[config.mk]
export PLATFORM = sky130hd
export DESIGN_NAME = group_accum
export DESIGN_NICKNAME = d
export VERILOG_FILES = /design/src/rtl/cnn_pkg.sv /design/src/rtl/num_sat.sv /design/src/rtl/group_accum.sv
export SDC_FILE = /design/constraint.sdc
export NUM_CORES = 1
export LEC_CHECK = 0
export CORE_UTILIZATION = 50
export CTS_CLUSTER_SIZE = 10
export DETAILED_ROUTE_END_ITERATION = 10
export PLACE_DENSITY = 0.72
export SKIP_LAST_GASP = 1
export SLEW_MARGIN = 20
export SYNTH_ARGS = -nofsm -noshare
export SYNTH_HDL_FRONTEND = slang
export SYNTH_HIERARCHICAL = 1
export SYNTH_SLANG_ARGS = --single-unit
export TNS_END_PERCENT = 100
[constraint.sdc]
create_clock -name clk -period 8.1 [get_ports clk]
set_input_delay 2.025 -clock clk [delete_from_list [all_inputs] [get_ports clk]]
set_output_delay 2.025 -clock clk [all_outputs]
set_load 0.02 [all_outputs]
[src/rtl/cnn_pkg.sv]
// Shared fixed-point types, defaults and the saturate helper for the convolution datapath.
package cnn_pkg;
    localparam int NUM_WIDTH_DEF = 16;
    localparam int NUM_POINT_DEF = 8;
    localparam int ACC_WIDTH_DEF = 32;
    localparam int CNT_WIDTH_DEF = 12;

    typedef logic signed [NUM_WIDTH_DEF-1:0] num_t;
    typedef logic signed [ACC_WIDTH_DEF-1:0] acc_t;

    localparam acc_t NUM_MAX = acc_t'((64'sd1 <<< (NUM_WIDTH_DEF-1)) - 64'sd1);
    localparam acc_t NUM_MIN = acc_t'(-(64'sd1 <<< (NUM_WIDTH_DEF-1)));

    function automatic num_t saturate(input acc_t a);
        if (a > NUM_MAX)      return num_t'(NUM_MAX);
        else if (a < NUM_MIN) return num_t'(NUM_MIN);
        else                  return num_t'(a);
    endfunction
endpackage

[src/rtl/num_sat.sv]
// Combinational saturate from the accumulator width down to NUM_WIDTH, with optional ReLU.
module num_sat
    import cnn_pkg::*;
#(
    parameter int NUM_WIDTH = NUM_WIDTH_DEF,
    parameter int ACC_WIDTH = ACC_WIDTH_DEF,
    parameter int RELU      = 1
) (
    input  logic [ACC_WIDTH-1:0] acc_i,
    output logic [NUM_WIDTH-1:0] num_o
);
    localparam logic signed [ACC_WIDTH-1:0] MAXV =
        {{(ACC_WIDTH-NUM_WIDTH+1){1'b0}}, {(NUM_WIDTH-1){1'b1}}};
    localparam logic signed [ACC_WIDTH-1:0] MINV =
        {{(ACC_WIDTH-NUM_WIDTH+1){1'b1}}, {(NUM_WIDTH-1){1'b0}}};

    logic signed [ACC_WIDTH-1:0] acc_s;
    logic [NUM_WIDTH-1:0]        sat;

    assign acc_s = acc_i;

    always_comb begin
        if (acc_s > MAXV)      sat = MAXV[NUM_WIDTH-1:0];
        else if (acc_s < MINV) sat = MINV[NUM_WIDTH-1:0];
        else                   sat = acc_i[NUM_WIDTH-1:0];
    end

    // ReLU acts after saturation, so a clamped negative still reads as zero.
    assign num_o = (RELU != 0 && sat[NUM_WIDTH-1]) ? '0 : sat;
endmodule

[src/rtl/group_accum.sv]
// Accumulates cfg_nb signed partial sums (+bias on the first) into one saturated kernel result.
module group_accum
    import cnn_pkg::*;
#(
    parameter int NUM_WIDTH = NUM_WIDTH_DEF,
    parameter int NUM_POINT = NUM_POINT_DEF,
    parameter int ACC_WIDTH = ACC_WIDTH_DEF,
    parameter int CNT_WIDTH = CNT_WIDTH_DEF,
    parameter int RELU      = 1
) (
    input  logic                 clk,
    input  logic                 rst_n,
    input  logic [CNT_WIDTH-1:0] cfg_nb,
    input  logic [NUM_WIDTH-1:0] cfg_bias,
    input  logic [NUM_WIDTH-1:0] up_data,
    input  logic                 up_valid,
    output logic                 up_ready,
    output logic [NUM_WIDTH-1:0] dn_data,
    output logic                 dn_valid,
    input  logic                 dn_ready
);
    if (ACC_WIDTH < NUM_WIDTH + CNT_WIDTH || NUM_POINT >= NUM_WIDTH) begin : g_bad_cfg
        $error("group_accum: ACC_WIDTH too small or NUM_POINT out of range");
    end

    logic [ACC_WIDTH-1:0] acc_q, acc_d;
    logic [CNT_WIDTH-1:0] count_q, count_d;
    logic [CNT_WIDTH-1:0] nb_q, nb_d;
    logic [NUM_WIDTH-1:0] dn_data_q, dn_data_d;
    logic                 dn_valid_q, dn_valid_d;

    logic [ACC_WIDTH-1:0] acc_next, acc_base, bias_x, up_x;
    logic [CNT_WIDTH-1:0] nb_eff;
    logic [NUM_WIDTH-1:0] result;
    logic                 accept, first, last;

    assign up_ready = !dn_valid_q || dn_ready;
    assign accept   = up_valid && up_ready;
    assign first    = (count_q == '0);

    assign bias_x   = {{(ACC_WIDTH-NUM_WIDTH){cfg_bias[NUM_WIDTH-1]}}, cfg_bias};
    assign up_x     = {{(ACC_WIDTH-NUM_WIDTH){up_data[NUM_WIDTH-1]}}, up_data};
    assign acc_base = first ? bias_x : acc_q;
    assign acc_next = acc_base + up_x;

    // On the first term the live config decides the length; later terms use the latched copy.
    assign nb_eff   = first ? ((cfg_nb == '0) ? CNT_WIDTH'(1) : cfg_nb) : nb_q;
    assign last     = (count_q == nb_eff - CNT_WIDTH'(1));

    num_sat #(.NUM_WIDTH(NUM_WIDTH), .ACC_WIDTH(ACC_WIDTH), .RELU(RELU)) u_sat (
        .acc_i (acc_next),
        .num_o (result)
    );

    always_comb begin
        acc_d      = acc_q;
        count_d    = count_q;
        nb_d       = nb_q;
        dn_data_d  = dn_data_q;
        dn_valid_d = dn_valid_q && !dn_ready;
        if (accept) begin
            acc_d = acc_next;
            if (first) nb_d = nb_eff;
            if (last) begin
                count_d    = '0;
                dn_data_d  = result;
                dn_valid_d = 1'b1;
            end else begin
                count_d = count_q + CNT_WIDTH'(1);
            end
        end
    end

    always_ff @(posedge clk) begin
        if (!rst_n) begin
            acc_q      <= '0;
            count_q    <= '0;
            nb_q       <= '0;
            dn_data_q  <= '0;
            dn_valid_q <= 1'b0;
        end else begin
            acc_q      <= acc_d;
            count_q    <= count_d;
            nb_q       <= nb_d;
            dn_data_q  <= dn_data_d;
            dn_valid_q <= dn_valid_d;
        end
    end

    assign dn_data  = dn_data_q;
    assign dn_valid = dn_valid_q;
endmodule

# ---- Yosys cells after proc, flatten, opt, wreduce, memory -nomap -nowiden
# Index checks and enable logic that the tools add are counted.
dict set report totals {
  regBits 73
  latchBits 0
  mem_bits_rw 0
  romBits 0
  inputBits 48
  output_inout_bits 18
  wordCells 29
  n_memories 0
}
dict set report op_classes {
  n_addsub 3
  n_mul 0
  n_div 0
  order_cmp 2
  n_eq_ne 1
  n_shift 0
  n_mux 9
  bitwise_logic 0
  reduce_logical 9
}
# op count
set op_table {}
lappend op_table {{$mux 12} 3}
lappend op_table {{$add 32x32->32} 1}
lappend op_table {{$gt 32x16->1 const B} 1}
lappend op_table {{$lt 32x16->1 const B} 1}
lappend op_table {{$mux 16} 2}
lappend op_table {{$mux 32} 1}
lappend op_table {{$logic_not 12->1} 2}
lappend op_table {{$mux 15} 1}
lappend op_table {{$add 12x1->12 const B} 1}
lappend op_table {{$eq 12x12->1} 1}
lappend op_table {{$sub 12x1->12 const B} 1}
lappend op_table {{$reduce_and 2->1} 2}
lappend op_table {{$logic_and 1x1->1} 2}
lappend op_table {{$logic_not 1->1} 2}
lappend op_table {{$mux 1} 2}
lappend op_table {{$logic_or 1x1->1} 1}

# ---- Depth between registers and ports, before layout
# Gate-level depths: netlist of run 1.
dict set report depth {
  depth_word 7
  depth_mapped 27
  mapped_depth_nobuf 23
}

# ---- Modules after synthesis
# The synthesis of run 1 kept the hierarchy.
# module instances cells_per_inst area_per_inst_um2 seq_area_each_um2
set modules_own_cells {}
lappend modules_own_cells {group_accum 1 728 5542.8 1461.4}
lappend modules_own_cells {num_sat 1 25 219.0 0.0}

# ---- Worst setup path before layout of run 1
# No wires, ideal clock.
dict set report synth_path {
  path_type {input-to-reg}
  startpoint {in cfg_bias[15]}
  endpoint {reg dn_data_q[4], in the netlist dn_data[4]}
  setup_time_ps 128
  arrival_ps 5684
  required_time_ps 7972
  slack_ps 2288
  path_stages 19
  n_path_buf 4
  cell_sequence {and2_1 clkbuf_1 clkbuf_1 a21o_1 ha_1 clkbuf_1 and3_1 nand4_1 or4_1 nor3_1 o311ai_0 a21oi_1 nor2_1 nor4_4 a41oi_2 buf_6 a21o_1 mux2i_1 nor2_1}
}
dict set report synth_between {
  elab_chain_len 6
  elab_cells_between_ends 7
  cone_classes {1 x add/sub; 2 x order compare; 4 x mux}
}
# item line
set synth_rtl {}
lappend synth_rtl {{start, declared} group_accum.sv:14} ;# input logic [NUM_WIDTH-1:0] cfg_bias,
lappend synth_rtl {{$mux 32 (*)} group_accum.sv:43} ;# assign acc_base = first ? bias_x : acc_q;
lappend synth_rtl {{$add 32x32->32 (*)} group_accum.sv:44} ;# assign acc_next = acc_base + up_x;
lappend synth_rtl {{net acc_next[29]} group_accum.sv:32} ;# logic [ACC_WIDTH-1:0] acc_next, acc_base, bias_x, up_x;
lappend synth_rtl {{$lt 32x16->1} num_sat.sv:24} ;# else if (acc_s < MINV) sat = MINV[NUM_WIDTH-1:0];
lappend synth_rtl {{$mux 16} num_sat.sv:24}
lappend synth_rtl {{$mux 16 (*)} num_sat.sv:23} ;# if (acc_s > MAXV) sat = MAXV[NUM_WIDTH-1:0];
lappend synth_rtl {{$mux 15 (*)} num_sat.sv:29} ;# assign num_o = (RELU != 0 && sat[NUM_WIDTH-1]) ? '0 : sat;
lappend synth_rtl {{net result[4]} group_accum.sv:34} ;# logic [NUM_WIDTH-1:0] result;
lappend synth_rtl {{end signal, assigned} group_accum.sv:85} ;# dn_data_q <= dn_data_d;
lappend synth_rtl {{end, declared} group_accum.sv:29} ;# logic [NUM_WIDTH-1:0] dn_data_q, dn_data_d;
# The timed path passes the listed nets; every way through them passes the cells marked *.
# A chain may end at the register's enable or synchronous reset.

# ---- Worst setup path in the final report of run 1
dict set report layout_path {
  startpoint {in cfg_bias[0]}
  endpoint {reg dn_data_q[13], in the netlist dn_data[13]}
}
# Same word-level chain as after synthesis.

==> results of run 1 <==
## power groups by stage
stage	clock network [mW]	logic, mW	registers, mW
floorplan	0	0.401	0.409
global placement	0	0.500	0.413
detailed placement	0	0.513	0.415
CTS	0.413	0.517	0.407
global route	0.429	0.578	0.411
finish	0.405	0.524	0.407
## worst max path at each step
stage / cells after the start / slack [ns] / endpoint
2_1_floorplan: 19 / 2.29 / dn_data[4]
3_3_place_gp: 13 / 1.30 / count_q[11]
4_1_cts: 13 / 1.58 / count_q[3]
6_report: 19 / 1.53 / dn_data[13]
5_1_grt: 18 / 1.06 / dn_data[13]
3_5_place_dp: 16 / 1.27 / dn_data[13]
## registers in the layout, indices dropped and copies added (netlist names)
name      count
count_q      12
dn_data      16
acc_q        32
nb_q         12
dn_valid      1
## worst max-delay path: stages
cell and delay [ns]:
clkdlybuf4s50_1 0.46, nand2_1 0.04, nand2_1 0.07, ha_1 0.15
inv_1 0.05, fa_1 0.40, nor2b_1 0.16, o31a_1 0.22
nor4_1 0.11, nor4_1 0.43, o21ai_0 0.30, o21ai_0 0.51
a21oi_1 0.23, xnor2_1 0.18, nor4_2 0.40, a41oi_2 0.50
a21o_1 0.32, mux2i_1 0.15, nor2_1 0.06
## layout make-up
class	instances	area, sq um	area share
clock inverter	3	40.04	0.005949
tap	140	175.2	0.02603
multi-input combinational	615	4015	0.5966
timing repair buffer	72	706.9	0.1050
inverter	20	75.07	0.01115
sequential	73	1461	0.2171
clock buffer	12	256.5	0.03811
## cell usage in the layout (no fill, tap or decap), drive strengths merged, types with 7 or more instances in the layout
cell type / Yosys / final
nor2: 65 / 65
nand4: 14 / 14
clkbuf: 34 / 12
or4: 9 / 9
mux2i: 33 / 33
a21o: 44 / 44
a21oi: 58 / 58
o211ai: 7 / 7
or3: 8 / 8
and2: 7 / 7
ha: 34 / 34
o21bai: 8 / 8
clkdlybuf4s50: 0 / 65
xor2: 18 / 18
xnor2: 33 / 33
buf: 11 / 7
inv: 20 / 20
o21ai: 19 / 19
dfxtp: 73 / 73
nand3: 16 / 16
nand2: 123 / 123
nor3: 18 / 18
a31oi: 10 / 10
nor4: 15 / 15
## logic make-up after synthesis
| kind of cell | count (synthesis) |
|---|---|
| buffers and inverters | 65 |
| other | 1 |
| and+or+nand+nor | 306 |
| AOI/OAI and AO/OA | 188 |
| adders and majority gates | 35 |
| muxes | 34 |
| xor gates and xnor gates | 51 |
| DFF | 73 |
## per-layer routing
layer,vias to the layer above,part of all wire,global-route usage
met5,-,0,0
met4,0,0.014,0.09524
met3,19,0.052,0.04149
met2,158,0.45,0.4218
met1,2660,0.48,0.3820
li1,2773,-,-
## stage by stage
stage               cell area [sq um]    util  power, mW  hold slack [ns]  std cells
floorplan                        5762       -     0.8100           0.4357        753
global placement                 6422  0.5822     0.9135           0.4434        919
detailed placement               6422  0.5822     0.9281           0.4473        919
CTS                              6719  0.6091      1.337           0.4561        934
global route                     6730  0.6101      1.418           0.4660        935
finish                           6730  0.6101      1.336           0.4519        935
==> results.ini, run 1 <==
[synth]
synth-compound-area-share = 0.2180
yosys-top-cells-count = nand2_1 (123), dfxtp_1 (73), nor2_1 (65)
ys_seq_area_frac = 0.2536
synth_warnings = 6
yosys.area.top_type = dfxtp_1
synth_edf_count = 0
synth_simple_gate_area_frac = 0.2630
syn_inst = 753
synth-seq-cells = 73
yosys_most_used_dff = dfxtp_1
synth-xor-area-share = 0.07752
synth_top_family_by_area = simple AND/OR/NAND/NOR gates
syn_area_sq_um = 5762
syn_nets = 836
yosys.area.top_type_share = 0.2536
synthAdderAreaFrac = 0.07731
synth_area_leaders = dfxtp_1 (25%), nand2_1 (8.0%), ha_1 (7.4%)
yosysMostFrequentCell = nand2_1
postSynth.asyncResetShare = 0
syn_area_per_cell_sq_um = 7.652
synth_cell_type_count = 69
synthMuxAreaShare = 0.05928

[cts]
htree_levels = 3
cts_tree = built
numCtsBuffers = 9
clockBufferDepth = 2
clockRootBuffer = clkbuf_16
cts_sinks = 73
post_cts_buffers = 0
cts_hold_buf = 0
cts_resized = 0
clock_latency_ns = 0.34
clk_pin_slew_ns = 0.06

[timing]
hold_violations = 0
tns_ns = 0
finalCriticalPeriod_ns = 6.572
setup_viol = 0
worst_slew_pin_slew_ns = 1.082
clock_skew_ns = 0.005392
slew_headroom = 0.2763
rsz0062_at_grt = no
timing.fmax_mhz = 152.2
fin_crit_sh = 0.8114
timing.final.ws_setup_ns = 1.528
slew_viol_final = 0

[route]
drc = 0
drtAntennaViolNets = 0
drt-initial-drc-count = 454
first_pass_iters = 4
wl_per_cell_um = 16.40
wirelength_um = 15330
vias = 5610
avgViaCountPerCell = 6.000

[final_layout]
antennaDiodeCount = 0
final_layout_size_suffix_gt1_frac = 0.05157
final_nets = 874
area_growth_pct = 16.81
fillCellCount = 988

[critical_path]
reg2reg_depth = 21
startpoint_type = primary input
r2r-end = dn_data[13]
startpoint = cfg_bias[0]
r2r-start = count_q[0]
worstSetupPathType = in -> reg
endpoint_kind = register
arrival_ns = 6.78
reg2reg_slack_ns = 1.63
critPathMaxFanout = 15
required_ns = 8.31

[floorplan]
row_count = 38
die_x_um = 109.3
fp.dieH_um = 109.3
start_util = 0.5223
coreArea_sq_um = 11030
dieArea_sq_um = 11960
ios = 66

[placed_design]
gp_congestion = 0.9372
io_buffers = 65
dp_hpwl_um = 10910
post-place-ws_ns = 1.267

[power]
pwr-share-comb = 0.392
p_leak_nw = 2.844
vdd_ir_drop_max_mv = 0.09160
p_clk_frac = 0.303
switching_share = 0.3551
p_int_mw = 0.8614
power_switching_mw = 0.4743
seqPwrFrac = 0.305
power.density_nw_per_um2 = 198.5

[hold_path]
worstHoldPathType = reg -> reg
whs_path_depth = 2
min_to = acc_q[3]
hp-start = acc_q[3]

[outcome]
outcome = complete, no violations

[global_route]
antenna_found_initial = 0
grtUsageTotal = 0.2717
overflow = 0
grt_pass1_wl_um = 25720
grt_pass1_vias = 5362
grt_max_degree = 43

[job]
drv_cap = 0

Note: power is estimated with default switching activity, not from simulation.
==> run 2, diff against run 1 <==
clock period = 6.25 ns   (was 8.1 ns; I/O delays follow)
==> run 2 against run 1 <==
  * Combinational power up 33%
  * Cell count up 1.3%
  * Non-clock buffer count up 11
  * Core utilization up 0.67 points
  * First-iteration DRC count down 32%
  * Register-to-register slack worse by 1.2 ns
==> results.ini, run 2 (same netlist as run 1, synthesis figures left out) <==
[hold_path]
worstHoldPathType = reg -> reg
hp-start = acc_q[5]

[final_layout]
antennaDiodeCount = 0
layout_commonest_cell = nand2_1
area_growth_pct = 18.09
final_cell_mix = nand2_1 (123), dfxtp_1 (73), clkdlybuf4s50_1 (65)
largest_reg_flops = 32
fillCellCount = 1012
final_layout_size_suffix_gt1_frac = 0.06444
final_cell_area_sq_um = 6804
top_register = acc_q
final_nets = 885

[critical_path]
slowest_stage = or4_1
required_ns = 6.46
reg2reg_depth = 21
r2r-end = dn_data[14]
critPathMaxFanout = 15
cp_cell_sequence = clkdlybuf4s50_1 > and2_1 > a21o_1 > ha_1 > and3_1 > nand4_1 > or4_1 > nor3_1 > o311ai_0 > a21oi_1 > nor2_1 > nor4_4 > a41oi_2 > buf_4 > a21o_1 > mux2i_1 > nor2_1
crit_cells = 17
startpoint_type = primary input
startpoint = cfg_bias[15]
max_stage_delay_ns = 0.57
crit_path_end = dn_data[14]
worstSetupPathType = in -> reg
reg2reg_slack_ns = 0.40
arrival_ns = 6.06
critPathBufInv = 2
endpoint_kind = register
cp_top_family = simple AND/OR/NAND/NOR gates
r2r-start = count_q[2]

[timing]
worst_slew_pin_slew_ns = 0.9128
tns_ns = 0
slew_viol_final = 0
hold_violations = 0
setup_viol = 0
fin_crit_sh = 0.9368
finalCriticalPeriod_ns = 5.855
timing.fmax_mhz = 170.8
slew_headroom = 0.3900
rsz0062_at_grt = no
clock_skew_ns = 0.007077

[cts]
clockBufferDepth = 2
clock_latency_ns = 0.35
numCtsBuffers = 9
clk_pin_slew_ns = 0.06
htree_levels = 3
cts_resized = 0
cts_sinks = 73
clockRootBuffer = clkbuf_16
cts_tree = built

[global_route]
grtUsageMet2 = 0.4510
busiest_layer = met2
grt_max_degree = 41
grtUsageTotal = 0.2777
grt_pass1_vias = 5344
overflow = 0
met1_usage = 0.3603
use_met3 = 0.05691
antenna_found_initial = 0
grt_pass1_wl_um = 25790

[power]
vdd_ir_drop_max_mv = 0.1833
power.density_nw_per_um2 = 253.3
p_leak_nw = 2.884
power_mw = 1.724

[floorplan]
ios = 66
start_util = 0.5223
fp.dieH_um = 109.3
row_count = 38
coreArea_sq_um = 11030
die_x_um = 109.3
dieArea_sq_um = 11960

[route]
drc = 0
avgViaCountPerCell = 5.994
wirelength_um = 16050
drt-initial-drc-count = 310
first_pass_iters = 5
vias = 5676
wl_per_cell_um = 16.95
drtAntennaViolNets = 0

[placed_design]
gp_congestion = 0.9231
io_buffers = 65
dp_hpwl_um = 11430
placed_area_sq_um = 6497

[outcome]
outcome = complete, no violations

[job]
drv_cap = 0

[run 2: cell type report]
| cell class | instances | area (sq um) | area share |
|---|---|---|---|
| Clock buffer | 14 | 264.0 | 0.03880 |
| Clock inverter | 2 | 12.51 | 0.001839 |
| Inverter | 20 | 75.07 | 0.01103 |
| Multi-Input combinational cell | 615 | 4018 | 0.5905 |
| Sequential cell | 73 | 1461 | 0.2148 |
| Tap cell | 140 | 175.2 | 0.02574 |
| Timing Repair Buffer | 83 | 798.3 | 0.1173 |
[run 2: metal layers]
| metal | vias to the layer above | share of wire |
|---|---|---|
| met3 | 23 | 0.063 |
| met2 | 182 | 0.48 |
| met4 | 0 | 0.016 |
| met5 | - | 0 |
| met1 | 2680 | 0.44 |
| li1 | 2791 | - |
[run 2: worst min-delay path by stage]
stage,to,cells past startpoint,slack (ns)
final,acc_q[5],2,0.46
after CTS,acc_q[9],2,0.46
after global placement,acc_q[9],2,0.44
after detailed placement,acc_q[9],2,0.45
after floorplan,nb_q[11],2,0.44
after global routing,acc_q[9],2,0.49
[run 2: per-stage QoR]
step | setup slack (ns) | util | hold slack (ns) | cells
3_5_place_dp | 0.1885 | 0.5890 | 0.4499 | 929
3_3_place_gp | 0.2380 | 0.5890 | 0.4435 | 929
6_report | 0.3949 | 0.6168 | 0.4584 | 947
2_1_floorplan | 0.7327 | - | 0.4357 | 753
4_1_cts | 0.2063 | 0.6141 | 0.4575 | 945
5_1_grt | 0.07781 | 0.6168 | 0.4875 | 947
[run 2: what timing repair did]
item                                    in CTS  in global routing
endpoints found under the setup margin       0                 15
hold buffers                                 0                  0
setup buffers                                0                  2
[run 2: power breakdown]
part | switching (mW) | internal, mW
logic | 0.400 | 0.298
clock network | 0.205 | 0.290
registers | 0.0261 | 0.504
total | 0.632 | 1.09
[run 2: worst register-to-register path: cells and delay by family (launching register included)]
| family | cells | cell delay [ns] |
|---|---|---|
| AO/OA/AOI/OAI | 8 | 1.93 |
| adder cells (fa/ha/maj) | 1 | 0.32 |
| buffers and inverters | 2 | 0.53 |
| multiplexers | 1 | 0.13 |
| XOR/XNOR | 1 | 0.15 |
| flip-flops | 1 | 0.38 |
| AND/OR/NAND/NOR | 8 | 2.26 |
==> run 3, diff against run 2 <==
CAP_MARGIN = 15   (was default)
==> results of run 3 <==
Final layout, timing and power as in run 2 (identical DEF).
